<file path="src/rtl/tau_pkg.sv">
// Shared types for the ALU write-back path: register indices and the buffered
// result entry.
package tau_pkg;

    localparam int unsigned WORD_SIZE = 8;

    typedef logic [2:0] reg_idx_t;

    localparam reg_idx_t REG_A = 3'd0;
    localparam reg_idx_t REG_B = 3'd1;
    localparam reg_idx_t REG_C = 3'd2;
    localparam reg_idx_t REG_D = 3'd3;
    localparam reg_idx_t REG_E = 3'd4;
    localparam reg_idx_t REG_F = 3'd5;
    localparam reg_idx_t REG_G = 3'd6;
    localparam reg_idx_t REG_H = 3'd7;

    typedef struct packed {
        reg_idx_t               dest;
        logic [WORD_SIZE-1:0]   data;
    } wb_entry_t;

endpackage

</file>
<file path="src/rtl/wb_fifo.sv">
// Small synchronous FIFO of write-back entries. Full/empty are derived from the
// occupancy count; the entry array and valid mask are exposed for pending decode.
module wb_fifo
    import tau_pkg::*;
#(
    parameter int unsigned DEPTH = 4,
    localparam int unsigned PW = $clog2(DEPTH),
    localparam int unsigned CW = $clog2(DEPTH) + 1
) (
    input  logic            clk,
    input  logic            rst,
    input  logic            push,
    input  wb_entry_t       wr_entry,
    input  logic            pop,
    input  logic            flush,
    output wb_entry_t       rd_entry,
    output logic [CW-1:0]   count,
    output logic            full,
    output logic            empty,
    output wb_entry_t       entries [DEPTH],
    output logic [DEPTH-1:0] valid
);

    wb_entry_t       mem [DEPTH];
    logic [PW-1:0]   wr_ptr_q, rd_ptr_q;
    logic [CW-1:0]   count_q;
    logic            do_push, do_pop;
    logic [PW-1:0]   offs [DEPTH];

    assign full    = (count_q == CW'(DEPTH));
    assign empty   = (count_q == '0);
    assign do_push = push && !full && !flush;
    assign do_pop  = pop && !empty && !flush;

    always_ff @(posedge clk or posedge rst) begin
        if (rst) begin
            wr_ptr_q <= '0;
            rd_ptr_q <= '0;
            count_q  <= '0;
        end else if (flush) begin
            wr_ptr_q <= '0;
            rd_ptr_q <= '0;
            count_q  <= '0;
        end else begin
            // Power-of-two depth: pointers wrap by natural overflow.
            if (do_push) wr_ptr_q <= wr_ptr_q + 1'b1;
            if (do_pop)  rd_ptr_q <= rd_ptr_q + 1'b1;
            if (do_push && !do_pop)      count_q <= count_q + 1'b1;
            else if (!do_push && do_pop) count_q <= count_q - 1'b1;
        end
    end

    // Storage needs no reset: stale slots are masked by the count.
    always_ff @(posedge clk) begin
        if (do_push) mem[wr_ptr_q] <= wr_entry;
    end

    always_comb begin
        valid = '0;
        for (int i = 0; i < DEPTH; i++) begin
            offs[i]  = PW'(i) - rd_ptr_q;
            valid[i] = ({1'b0, offs[i]} < count_q);
        end
    end

    assign rd_entry = mem[rd_ptr_q];
    assign entries  = mem;
    assign count    = count_q;

endmodule

</file>
<file path="src/rtl/regfile_writeback.sv">
// Write-back stage: buffers ALU results and retires one per cycle into the
// eight general registers A..H, flagging registers with uncommitted writes.
module regfile_writeback
    import tau_pkg::*;
#(
    parameter int unsigned WORD_SIZE = tau_pkg::WORD_SIZE,
    parameter int unsigned DEPTH     = 4
) (
    input  logic                        clk,
    input  logic                        rst,
    input  logic                        wb_valid,
    output logic                        wb_ready,
    input  logic [2:0]                  wb_dest,
    input  logic [WORD_SIZE-1:0]        wb_data,
    input  logic                        commit_en,
    input  logic                        flush,
    output logic [WORD_SIZE-1:0]        A,
    output logic [WORD_SIZE-1:0]        B,
    output logic [WORD_SIZE-1:0]        C,
    output logic [WORD_SIZE-1:0]        D,
    output logic [WORD_SIZE-1:0]        E,
    output logic [WORD_SIZE-1:0]        F,
    output logic [WORD_SIZE-1:0]        G,
    output logic [WORD_SIZE-1:0]        H,
    output logic [7:0]                  pending,
    output logic [$clog2(DEPTH):0]      count
);

    wb_entry_t              wr_entry, rd_entry;
    wb_entry_t              entries [DEPTH];
    logic [DEPTH-1:0]       valid;
    logic                   full, empty;
    logic                   push, commit;
    logic [WORD_SIZE-1:0]   regs_q [8];

    assign wb_ready      = !rst && !flush && !full;
    assign push          = wb_valid && wb_ready;
    assign commit        = commit_en && !empty && !flush;
    assign wr_entry.dest = wb_dest;
    assign wr_entry.data = wb_data;

    wb_fifo #(
        .DEPTH (DEPTH)
    ) u_fifo (
        .clk      (clk),
        .rst      (rst),
        .push     (push),
        .wr_entry (wr_entry),
        .pop      (commit),
        .flush    (flush),
        .rd_entry (rd_entry),
        .count    (count),
        .full     (full),
        .empty    (empty),
        .entries  (entries),
        .valid    (valid)
    );

    always_ff @(posedge clk or posedge rst) begin
        if (rst) begin
            for (int i = 0; i < 8; i++) regs_q[i] <= '0;
        end else if (commit) begin
            regs_q[rd_entry.dest] <= rd_entry.data;
        end
    end

    always_comb begin
        pending = '0;
        for (int i = 0; i < DEPTH; i++) begin
            if (valid[i]) pending[entries[i].dest] = 1'b1;
        end
    end

    assign A = regs_q[REG_A];
    assign B = regs_q[REG_B];
    assign C = regs_q[REG_C];
    assign D = regs_q[REG_D];
    assign E = regs_q[REG_E];
    assign F = regs_q[REG_F];
    assign G = regs_q[REG_G];
    assign H = regs_q[REG_H];

endmodule

</file>
<file path="config.mk">
export PLATFORM = sky130hd
export DESIGN_NAME = regfile_writeback
export DESIGN_NICKNAME = d
export VERILOG_FILES = /design/src/rtl/tau_pkg.sv /design/src/rtl/wb_fifo.sv /design/src/rtl/regfile_writeback.sv
export SDC_FILE = /design/constraint.sdc
export NUM_CORES = 1
export LEC_CHECK = 0
export ABC_AREA = 1
export BUFFER_PORTS_ARGS = -buffer_cell sky130_fd_sc_hd__buf_2
export CAP_MARGIN = 20
export CORE_ASPECT_RATIO = 1.4
export CORE_MARGIN = 10
export CORE_UTILIZATION = 55
export DETAILED_ROUTE_END_ITERATION = 12
export GPL_TIMING_DRIVEN = 0
export HOLD_SLACK_MARGIN = 0.15
export PLACE_DENSITY = 0.79
export REMOVE_ABC_BUFFERS = 1
export SYNTH_ARGS = -nofsm -noshare
export SYNTH_HDL_FRONTEND = slang
export SYNTH_SLANG_ARGS = --single-unit
</file>
<file path="constraint.sdc">
create_clock -name clk -period 2.7 [get_ports clk]
set_input_delay 0.27 -clock clk [delete_from_list [all_inputs] [get_ports clk]]
set_output_delay 0.27 -clock clk [all_outputs]
set_load 0.005 [all_outputs]
</file>
==> summary.txt, run 1 <==
Global route
  – Vias in the first global route: 4,230
  – Initial antenna violation count: 0
  – Global-route wire length before repair: approximately 21,000 um
  – Largest net degree at the start of global routing: 72
  – GRT Util Overall: ~20%
  – Overflow after GRT: 0

Die
  – Die area: 13,640 um2
  – Core Box Area: 9080 um2
  – Site Rows: 41
  – DIE HEIGHT: 134.2 um
  – Die W: 101.6 um
  – # IOs: 92
  – Starting density of the core: 56.47%

Logic synthesis
  – Async S/R FF share, synth: 61.74%
  – Ranking of synthesized cells by area: dfrtp_1 (35%), edfxtp_1 (26%), nand2_1 (21%), nor2_1 (2.8%), inv_1 (2.4%)
  – Count leader, synth: nand2_1
  – Number of flops mapped to enable cells by yosys: 44
  – Number of distinct library cells after synthesis: 26
  – Share of the synthesized area in the top cell type: 34.65%
  – Synth top cells by count: nand2_1 (286), dfrtp_1 (71), edfxtp_1 (44)
  – #FFs+latches synth: between 100 and 150
  – Sequential share of the synthesized area: 60.42%
  – Synthesized area per cell: 9.075 um2
  – Post-synth top area cell: dfrtp_1
  – Cell area after synthesis: 5127 um2
  – Top FF cell, synth: dfrtp_1
  – Post-synthesis cell count: between 500 and 600
  – Yosys warning count: 0

Placement
  – Gpl congestion: 0.8687
  – IO buf count: 91
  – Detailed Place HPWL: between 9000 and 10,000 um

Flow run
  – Max cap viols: 0

Critical path
  – Arr. time, crit path: between 2 and 2.5 ns
  – CP Cell Sequence: inv_2 -> nand2_1 -> inv_4 -> nor2_4 -> ha_1 -> nand3_1 -> nand2_1 -> nor2_1 -> nand2_1 -> nand4_1 -> buf_2
  – Data required time at the worst endpoint: around 2.4 ns
  – Most Frequent Cell on Critical Path: nand2_1
  – Startpoint types: register
  – Worst setup endpoint: pending[3]
  – Crit-path max FO: 9
  – Critical path class: register to output port
  – Origin of the worst setup path: u_fifo.rd_ptr_q[1]$_DFFE_PP0P_
  – R2r setup slk: 0.49 ns
  – Crit-path slowest cell: dfrtp_1
  – Max stage delay on crit path: 0.39 ns
  – Reg-to-Reg End: u_fifo.entries[2]$_DFFE_PP_
  – FF-to-FF path depth: 4
  – Crit. End Element: output port
  – Critical R2R Launch: u_fifo.count[0]$_DFFE_PP0P_

Timing
  – Tmin final: 2.523 ns
  – Tcrit/Tclk final: 93.45%
  – Final hold viol count: 0
  – RSZ-0062 raised after global routing: no
  – Slew @ Worst Pin: 1.120 ns
  – Sum of negative setup slack: 0 ns
  – Worst Clk Skew: just under 0.008 ns
  – Worst slew margin: approximately a quarter
  – Final setup violation count: 0
  – Max-slew violations: 0
  – Hold WS: 0.2302 ns
  – Fmax: 396.3 MHz

Power and ir drop
  – LEAKAGE: approximately 0.0033 uW
  – PwrDens: ~1100 nW/um2
  – Peak VDD IR: 0.5880 mV
  – Pwr Total: around 7000 uW

Routing
  – Routed WL per cell: 16.23 um
  – Drt first pass iters: 5
  – Drt total wl: 13,210 um
  – Initial detailed-routing violation count: 268
  – Residual DRC: 0
  – Number of vias per cell: approximately 5.2
  – ANT nets after route: 0
  – Vias: 4,260

Clock tree
  – Num CTS Buffers: 17
  – Clk root buf: clkbuf_16
  – H-tree Lvls: 4
  – Clk Latency, worst-skew pair: 0.41 ns
  – Clock sinks: 115
  – Clk slew on worst S/H paths: 0.05 ns
  – CTS tree: done
  – Clock buffer depth: 2

Cells and area
  – Area delta synth->final: 25.74%
  – Layout Utilization: 71.01%
  – Final #Nets: 719
  – Antenna Cells: 0
  – Layout cells sized above 1: 24.47%

Min path
  – Worst hold path class: input pin to register

Run status
  – Outcome: completed
-- routing by layer --
layer	vias to the layer above	GRT usage (%)	part of all wire (%)	routed length, um
li1	2048	-	-	-
met1	2001	21.21	38	4996
met2	179	34.75	52	6845
met3	32	5.193	7.6	1003
met4	0	8.772	2.8	367
met5	-	0	0	0
-- state kept, by name (all words and copies together), names as in the netlist --
name and count:
B 8, u_fifo.rd_ptr_q 2, D 8, G 8
u_fifo.wr_ptr_q 2, F 8, E 8, u_fifo.entries 44
H 8, u_fifo.count 3, A 8, C 8
-- critical path: cells and delay by family, from the launching register on --
| family | cells | cell delay, ns |
|---|---|---|
| flops | 1 | 0.39 |
| buf+inv | 3 | 0.39 |
| fa+ha+maj | 1 | 0.27 |
| simple gates | 7 | 0.79 |
-- cell families after synthesis --
family	after synthesis	share of synthesized area [%]
AOI/OAI and AO/OA	19	2.392
and+or+nand+nor	376	31.16
xor gates and xnor gates	1	0.1708
adders and majority gates	9	2.343
buffers and inverters	45	3.514
DFF	115	60.42
-- power by group --
part           total, uW  internal (uW)  switching, uW
clock network       2030           1250            784
logic               2250            849           1410
registers           2650           2320            324
-- worst min-delay path by stage --
stage | from | to | cells after the start
2_1_floorplan | flush | u_fifo.wr_ptr_q[1]$_DFFE_PP0P_ | 1
3_3_place_gp | E[2]$_DFFE_PP0P_ | E[2]$_DFFE_PP0P_ | 2
3_5_place_dp | C[3]$_DFFE_PP0P_ | C[3]$_DFFE_PP0P_ | 2
4_1_cts | commit_en | u_fifo.rd_ptr_q[1]$_DFFE_PP0P_ | 4
5_1_grt | commit_en | u_fifo.rd_ptr_q[1]$_DFFE_PP0P_ | 4
6_report | commit_en | u_fifo.rd_ptr_q[1]$_DFFE_PP0P_ | 4
-- cell usage in the layout, fill, tap and decap left out, drive strengths merged, types with 6 or more instances in the layout --
master       synthesis  final
nand3               17     17
buf                  2     99
inv                 42     45
o21ai                6      6
nand4                8      8
nor2                49     49
dlygate4sd3          0     13
edfxtp              44     44
nand2              302    302
clkinv               1      9
a22oi                8      8
ha                   8      8
dfrtp               71     71
clkbuf               0     17
-- per-stage QoR --
stage,worst slack [ns],instances,area (um2)
finish,0.1768,814,6447
global route,0.03094,814,6447
CTS,0.01093,807,6390
detailed placement,0.1520,761,5700
global placement,-0.1242,761,5698
floorplan,0.6334,563,5109
-- repair_timing --
action	CTS	global route
resized for setup	4	2
buffers inserted	1	5
pin swaps	1	2
endpoints found under the hold margin	116	0
endpoints found under the setup margin	8	8
hold buffers	13	0
-- layout make-up --
class                   instances  area (um2)
flip-flops and latches        115        3099
fillers                       638        2633
multi-input cells             405        1857
repair buffers                112       649.4
clock buffers                  17       425.4
inverters                      43       166.4
well taps                     107       133.9
clock inverters                15       116.4
Power figures use the tool's default switching activity.
==> inputs of run 2 (changes only) <==
CORE_UTILIZATION = 56   (was 55)
PLACE_DENSITY = 0.8   (was 0.79)
==> run 2 against run 1 <==
  * Critical path type unchanged
  * Via count up 0.33%
  * Final cell count unchanged
  * First-iteration DRC count increased by 21%
  * Power up 5.1%
  * Critical endpoint is now pending[0]
  * Clock-buffer cell count did not move
  * Die area decreased by 1.5%
  * Sequential share of layout area down 0.73 points
  * Critical path depth unchanged
  * Sequential cell count is the same
==> summary.txt, run 2 (synthesis gave the netlist of run 1 again) <==
Run status
  – Outcome: completed (unchanged)

Die
  – Die area: 13,440 um2 (was 13,640 um2)
  – DIE HEIGHT: 133.2 um (was 134.2 um)
  – Site Rows: 41 (unchanged)
  – Core Box Area: 8977 um2 (was 9080 um2)
  – Starting density of the core: 57.11% (was 56.47%)
  – Die W: 100.9 um (was 101.6 um)
  – # IOs: 92 (unchanged)

Placement
  – Detailed Place HPWL: 9243 um (was 9210 um)
  – Gpl congestion: 0.9008 (was 0.8687)
  – IO buf count: 91 (unchanged)

Timing
  – Worst Clk Skew: 0.01324 ns (was 0.007876 ns)
  – Tcrit/Tclk final: 94.23% (was 93.45%)
  – Final setup violation count: 0 (unchanged)
  – Final hold viol count: 0 (unchanged)
  – Max-slew violations: 0 (unchanged)
  – RSZ-0062 raised after global routing: no (unchanged)
  – Sum of negative setup slack: 0 ns (unchanged)
  – Tmin final: 2.544 ns (was 2.523 ns)
  – Fmax: 393.0 MHz (was 396.3 MHz)
  – Hold WS: 0.2511 ns (was 0.2302 ns)
  – Worst slew margin: 32.04% (was 25.04%)
  – Slew @ Worst Pin: 1.016 ns (was 1.120 ns)

Clock tree
  – Clock sinks: 115 (unchanged)
  – Clk slew on worst S/H paths: 0.06 ns (was 0.05 ns)
  – Clk root buf: clkbuf_16 (unchanged)
  – CTS tree: done (unchanged)
  – H-tree Lvls: 4 (unchanged)
  – Num CTS Buffers: 17 (unchanged)
  – Clk Latency, worst-skew pair: 0.42 ns (was 0.41 ns)
  – Clock buffer depth: 2 (unchanged)

Critical path
  – Critical path class: register to output port (unchanged)
  – Data required time at the worst endpoint: 2.43 ns (about the same)
  – Critical R2R Launch: u_fifo.count[0]$_DFFE_PP0P_ (unchanged)
  – Crit. End Element: output port (unchanged)
  – Startpoint types: register (unchanged)
  – FF-to-FF path depth: 4 (unchanged)
  – R2r setup slk: 0.57 ns (was 0.49 ns)
  – Reg-to-Reg End: u_fifo.entries[32]$_DFFE_PP_ (was u_fifo.entries[2]$_DFFE_PP_)
  – Crit-path max FO: 9 (unchanged)
  – Arr. time, crit path: 2.27 ns (was 2.25 ns)
  – Origin of the worst setup path: u_fifo.rd_ptr_q[0]$_DFFE_PP0P_ (was u_fifo.rd_ptr_q[1]$_DFFE_PP0P_)
  – Worst setup endpoint: pending[0] (was pending[3])

Global route
  – Global-route wire length before repair: 21,780 um (was 20,910 um)
  – Largest net degree at the start of global routing: 72 (unchanged)
  – GRT Util Overall: 20.48% (was 19.66%)
  – Vias in the first global route: 4,391 (was 4,230)
  – Initial antenna violation count: 0 (unchanged)
  – Overflow after GRT: 0 (unchanged)

Routing
  – Routed WL per cell: 16.48 um (was 16.23 um)
  – Drt first pass iters: 5 (unchanged)
  – Number of vias per cell: 5.251 (was 5.233)
  – Drt total wl: 13,420 um (was 13,210 um)
  – Initial detailed-routing violation count: 325 (was 268)
  – Vias: 4,274 (was 4,260)
  – Residual DRC: 0 (unchanged)
  – ANT nets after route: 0 (unchanged)

Power and ir drop
  – PwrDens: 1113 nW/um2 (was 1076 nW/um2)
  – LEAKAGE: 0.003367 uW (was 0.003332 uW)
  – Peak VDD IR: 0.9898 mV (was 0.5880 mV)

Cells and area
  – Layout cells sized above 1: 24.89% (was 24.47%)
  – Most frequent cells in the layout: nand2_1 (286), buf_2 (91), dfrtp_1 (70), edfxtp_1 (44), nor2_1 (35) (was nand2_1 (286), buf_2 (91), dfrtp_1 (70), edfxtp_1 (44), nor2_1 (37))
  – Max reg flops: 44 (unchanged)
  – Area delta synth->final: 27.70% (was 25.74%)
  – Most common library cell in the layout ignoring fill and taps: nand2_1 (unchanged)
  – Final #Nets: 719 (unchanged)
  – Antenna Cells: 0 (unchanged)

Flow run
  – Max cap viols: 0 (unchanged)

Min path
  – Worst hold path class: input pin to register (unchanged)
## run 2: changes by cell type in the layout (fill, tap and decap cells not counted), sizes merged
cell,before,now
bufinv,1,4
clkbuf,17,18
buf,99,98
clkinv,9,6
## run 2: how the worst min path moves through the flow
stage                          start                        endpoint  slack, ns  cells after the start
global placement    A[5]$_DFFE_PP0P_                A[5]$_DFFE_PP0P_       0.45                      2
CTS                        commit_en  u_fifo.rd_ptr_q[1]$_DFFE_PP0P_       0.23                      4
floorplan                      flush  u_fifo.wr_ptr_q[1]$_DFFE_PP0P_       0.34                      1
global route               commit_en  u_fifo.rd_ptr_q[1]$_DFFE_PP0P_       0.25                      4
detailed placement  G[4]$_DFFE_PP0P_                G[4]$_DFFE_PP0P_       0.45                      2
finish                     commit_en  u_fifo.rd_ptr_q[1]$_DFFE_PP0P_       0.25                      4
## run 2: cell type report
cell class	count	area (um2)
multi-input cells	405	1862
fillers	619	2430
clock buffers	17	425.4
repair buffers	112	651.9
inverters	43	168.9
flip-flops and latches	115	3099
well taps	107	133.9
clock inverters	15	206.4
## run 2: through the flow
stage	std cells	instance area (um2)	worst slack [ns]	utilization (%)	power [uW]
floorplan	563	5109	0.6334	-	3842
global placement	761	5698	-0.1224	63.47	4764
detailed placement	761	5700	0.1004	63.50	4849
CTS	807	6484	0.01495	72.22	7288
global route	814	6548	0.002679	72.93	7762
finish	814	6548	0.1557	72.93	7290
## run 2: where the power goes
| group | internal [uW] | leakage, uW | switching, uW |
|---|---|---|---|
| combinational | 857 | 0.00175 | 1410 |
| clock | 1550 | 0.000299 | 817 |
| sequential | 2320 | 0.00132 | 331 |
| total | 4730 | 0.00337 | 2560 |
## run 2: layer usage
metal | part of all wire (%) | track usage, %
met4 | 3.1 | 10.31
met2 | 53 | 35.30
met5 | 0 | 0
met3 | 6.6 | 6.056
met1 | 37 | 21.85
## run 2: worst max-delay path, stage by stage (launching register included)
cell      delay (ns)
dfrtp_2         0.47
nand2_1         0.14
clkinv_4        0.12
nor2_4          0.13
inv_1           0.05
ha_1            0.27
nand3_1         0.07
o21ai_1         0.18
nor2_2          0.08
nand2_1         0.08
nand4_1         0.11
buf_2           0.16
## run 2: timing repair
item,CTS,global route
buffers inserted,1,5
hold buffers,13,0
endpoints found under the hold margin,116,0
pin swaps,1,2
gates resized for setup,5,3
endpoints found under the setup margin,8,8
==> inputs of run 3 (changes only) <==
SYNTH_HIERARCHICAL = 1   (was default)
TNS_END_PERCENT = 30   (was default)
==> run 3 against run 2 <==
  * Maximum frequency fell by 2.8%
  * Power down 3.0%
  * Sequential share of layout area down 1.2 points
  * Sequential power is essentially flat
  * Clock-buffer cell count is 10 higher
  * Critical endpoint is now pending[1]
  * Register-to-register slack lost 0.46 ns
  * Global-route usage up 0.27 points
==> summary.txt, run 3 <==
Run status
  – Outcome: completed (unchanged)

Clock tree
  – Clock sinks: 115 (unchanged)
  – Clock buffer depth: 2 (unchanged)
  – Clk slew on worst S/H paths: 0.05 ns (was 0.06 ns)
  – Num CTS Buffers: 17 (unchanged)
  – H-tree Lvls: 4 (unchanged)
  – Clk Latency, worst-skew pair: 0.41 ns (was 0.42 ns)
  – CTS tree: done (unchanged)
  – Clk root buf: clkbuf_16 (unchanged)

Cells and area
  – Fillers: 663 (was 619)
  – Final #Nets: 705 (was 719)
  – Antenna Cells: 0 (unchanged)
  – Layout Utilization: 71.56% (was 72.93%)
  – Most common library cell in the layout ignoring fill and taps: nand2_1 (unchanged)
  – Max reg flops: 44 (unchanged)
  – Area delta synth->final: 25.94% (was 27.70%)
  – Post-route cell area: 6731 um2 (was 6548 um2)
  – Layout cells sized above 1: 26.98% (was 24.89%)
  – Most frequent cells in the layout: nand2_1 (182), buf_2 (91), nand3_1 (88), dfrtp_1 (69), edfxtp_1 (44) (was nand2_1 (286), buf_2 (91), dfrtp_1 (70), edfxtp_1 (44), nor2_1 (35))

Routing
  – Vias: 4,573 (was 4,274)
  – Initial detailed-routing violation count: 226 (was 325)
  – ANT nets after route: 0 (unchanged)
  – Number of vias per cell: 5.695 (was 5.251)
  – Residual DRC: 0 (unchanged)
  – Routed WL per cell: 18.14 um (was 16.48 um)
  – Drt total wl: 14,570 um (was 13,420 um)
  – Drt first pass iters: 5 (unchanged)

Timing
  – Final hold viol count: 0 (unchanged)
  – Final setup violation count: 0 (unchanged)
  – Worst slew margin: 25.78% (was 32.04%)
  – Tcrit/Tclk final: 96.92% (was 94.23%)
  – Slew @ Worst Pin: 1.109 ns (was 1.016 ns)
  – Fin worst setup slack: 0.08318 ns (was 0.1557 ns)
  – Fmax: 382.1 MHz (was 393.0 MHz)
  – Tmin final: 2.617 ns (was 2.544 ns)
  – Worst Clk Skew: 0.008528 ns (was 0.01324 ns)
  – Max-slew violations: 0 (unchanged)

Logic synthesis
  – Share of the synthesized area in the top cell type: 33.24% (was 34.65%)
  – Synth top cells by count: nand2_1 (183), nand3_1 (89), dfrtp_1 (71) (was nand2_1 (286), dfrtp_1 (71), edfxtp_1 (44))
  – Async S/R FF share, synth: 61.74% (unchanged)
  – Ranking of synthesized cells by area: dfrtp_1 (33%), edfxtp_1 (25%), nand2_1 (13%), nand3_1 (8.3%), nand4_1 (2.8%) (was dfrtp_1 (35%), edfxtp_1 (26%), nand2_1 (21%), nor2_1 (2.8%), inv_1 (2.4%))
  – Sequential share of the synthesized area: 57.96% (was 60.42%)
  – Synthesized area per cell: 9.394 um2 (was 9.075 um2)
  – Yosys warning count: 6 (was 0)
  – Cell area after synthesis: 5345 um2 (was 5127 um2)
  – #FFs+latches synth: 115 (unchanged)
  – Top FF cell, synth: dfrtp_1 (unchanged)
  – Number of distinct library cells after synthesis: 36 (was 26)
  – Count leader, synth: nand2_1 (unchanged)
  – Number of flops mapped to enable cells by yosys: 44 (unchanged)
  – Post-synthesis cell count: 569 (was 565)
  – Post-synth top area cell: dfrtp_1 (unchanged)

Die
  – Die area: 13,910 um2 (was 13,440 um2)
  – Die W: 102.6 um (was 100.9 um)
  – Starting density of the core: 56.82% (was 57.11%)
  – Site Rows: 42 (was 41)
  – Core Box Area: 9407 um2 (was 8977 um2)
  – DIE HEIGHT: 135.6 um (was 133.2 um)
  – # IOs: 92 (unchanged)

Placement
  – Placed inst area: 5818 um2 (was 5700 um2)
  – IO buf count: 91 (unchanged)
  – Dpl ws: -0.6515 ns (was 0.1004 ns)
  – Detailed Place HPWL: 9449 um (was 9243 um)
  – Gpl congestion: 0.8930 (was 0.9008)

Critical path
  – Crit-path max FO: 9 (unchanged)
  – Startpoint types: register (unchanged)
  – Critical path class: register to output port (unchanged)
  – Arr. time, crit path: 2.35 ns (was 2.27 ns)
  – Crit. End Element: output port (unchanged)
  – Data required time at the worst endpoint: 2.43 ns (about the same)

Global route
  – GRT Util Overall: 20.75% (was 20.48%)
  – Initial antenna violation count: 0 (unchanged)
  – Largest net degree at the start of global routing: 47 (was 72)
  – Overflow after GRT: 0 (unchanged)
  – Global-route wire length before repair: 22,400 um (was 21,780 um)
  – Vias in the first global route: 4,530 (was 4,391)

Power and ir drop
  – Peak VDD IR: 0.7572 mV (was 0.9898 mV)
  – PwrDens: 1051 nW/um2 (was 1113 nW/um2)
  – LEAKAGE: 0.003363 uW (was 0.003367 uW)

Min path
  – Worst hold path class: input pin to register (unchanged)

Flow run
  – Max cap viols: 0 (unchanged)
run 3: changes by cell type after synthesis, sizes merged, moves of 2 or more:
cell    delta
nor3       +6
a21oi      +2
buf       +10
a22oi      +3
nand2    -105
nor2      -23
clkbuf    +16
nand4     +16
nand3     +74
or2        +3
run 3: cells by family after synthesis:
logic type / synth area share (%)
flip-flops: 57.96
AND/OR/NAND/NOR: 30.59
AO/OA/AOI/OAI: 2.809
XOR/XNOR: 0.1639
adder cells (fa/ha/maj): 2.247
buffers and inverters: 6.226
run 3: path summary, 6_finish.rpt:
path | from | endpoint | slack, ns | depth (start not counted)
max | u_fifo/rd_ptr_q[1]$_DFFE_PP0P_ | pending[1] | 0.08 | 11
min | flush | u_fifo/count[2]$_DFFE_PP0P_ | 0.31 | 4
max reg2reg | u_fifo/rd_ptr_q[1]$_DFFE_PP0P_ | H[4]$_DFFE_PP0P_ | 0.11 | 9
min reg2reg | E[3]$_DFFE_PP0P_ | E[3]$_DFFE_PP0P_ | 0.46 | 2
max in group asynchronous | rst | G[7]$_DFFE_PP0P_ | 1.68 | 4
min in group asynchronous | rst | u_fifo/rd_ptr_q[0]$_DFFE_PP0P_ | 0.39 | 3
run 3: repair_timing:
item | CTS | global route
cloned | 0 | 1
setup buffers | 5 | 7
endpoints found under the setup margin | 72 | 9
gates resized for setup | 9 | 10
hold buffers | 12 | 0
pin swaps | 1 | 3
hold endpoints to repair | 69 | 0
run 3: final cells by class:
| cell class | instances | area [um2] | share of cell area, % |
|---|---|---|---|
| Clock buffer | 27 | 588.1 | 8.736 |
| Clock inverter | 5 | 30.03 | 0.4461 |
| Inverter | 43 | 175.2 | 2.602 |
| Multi-Input combinational cell | 384 | 1973 | 29.31 |
| Sequential cell | 115 | 3103 | 46.10 |
| Tap cell | 110 | 137.6 | 2.045 |
| Timing Repair Buffer | 119 | 724.4 | 10.76 |
run 3: worst max-delay path: stages, from the launching register on:
cell	delay [ns]
dfrtp_4	0.54
nor2_4	0.13
inv_1	0.06
nand2_2	0.09
inv_2	0.07
ha_4	0.28
a21oi_2	0.06
or2_4	0.29
buf_4	0.15
nand4_1	0.08
nand3_1	0.08
buf_2	0.13
run 3: report_power, final:
group / leakage (uW) / internal [uW] / switching, uW
combinational: 0.00174 / 869 / 1330
clock: 0.000310 / 1490 / 765
sequential: 0.00131 / 2310 / 315
run 3: per-layer routing:
layer | vias to the layer above | GRT usage, % | part of all wire [%]
met2 | 205 | 36.72 | 52
li1 | 2119 | - | -
met5 | - | 0 | 0
met4 | 0 | 10.46 | 4.1
met3 | 44 | 5.209 | 6.9
met1 | 2205 | 22.05 | 37
run 3: metrics by stage:
step	instances	power (uW)	hold slack (ns)	TNS [ns]
2_1_floorplan	541	3664	0.07340	-1.498
3_3_place_gp	742	4517	0.2558	-37.89
3_5_place_dp	744	4646	0.2753	-28.49
4_1_cts	793	6982	0.2131	-0.006391
5_1_grt	803	7469	0.3071	-0.05623
6_report	803	7075	0.3052	0
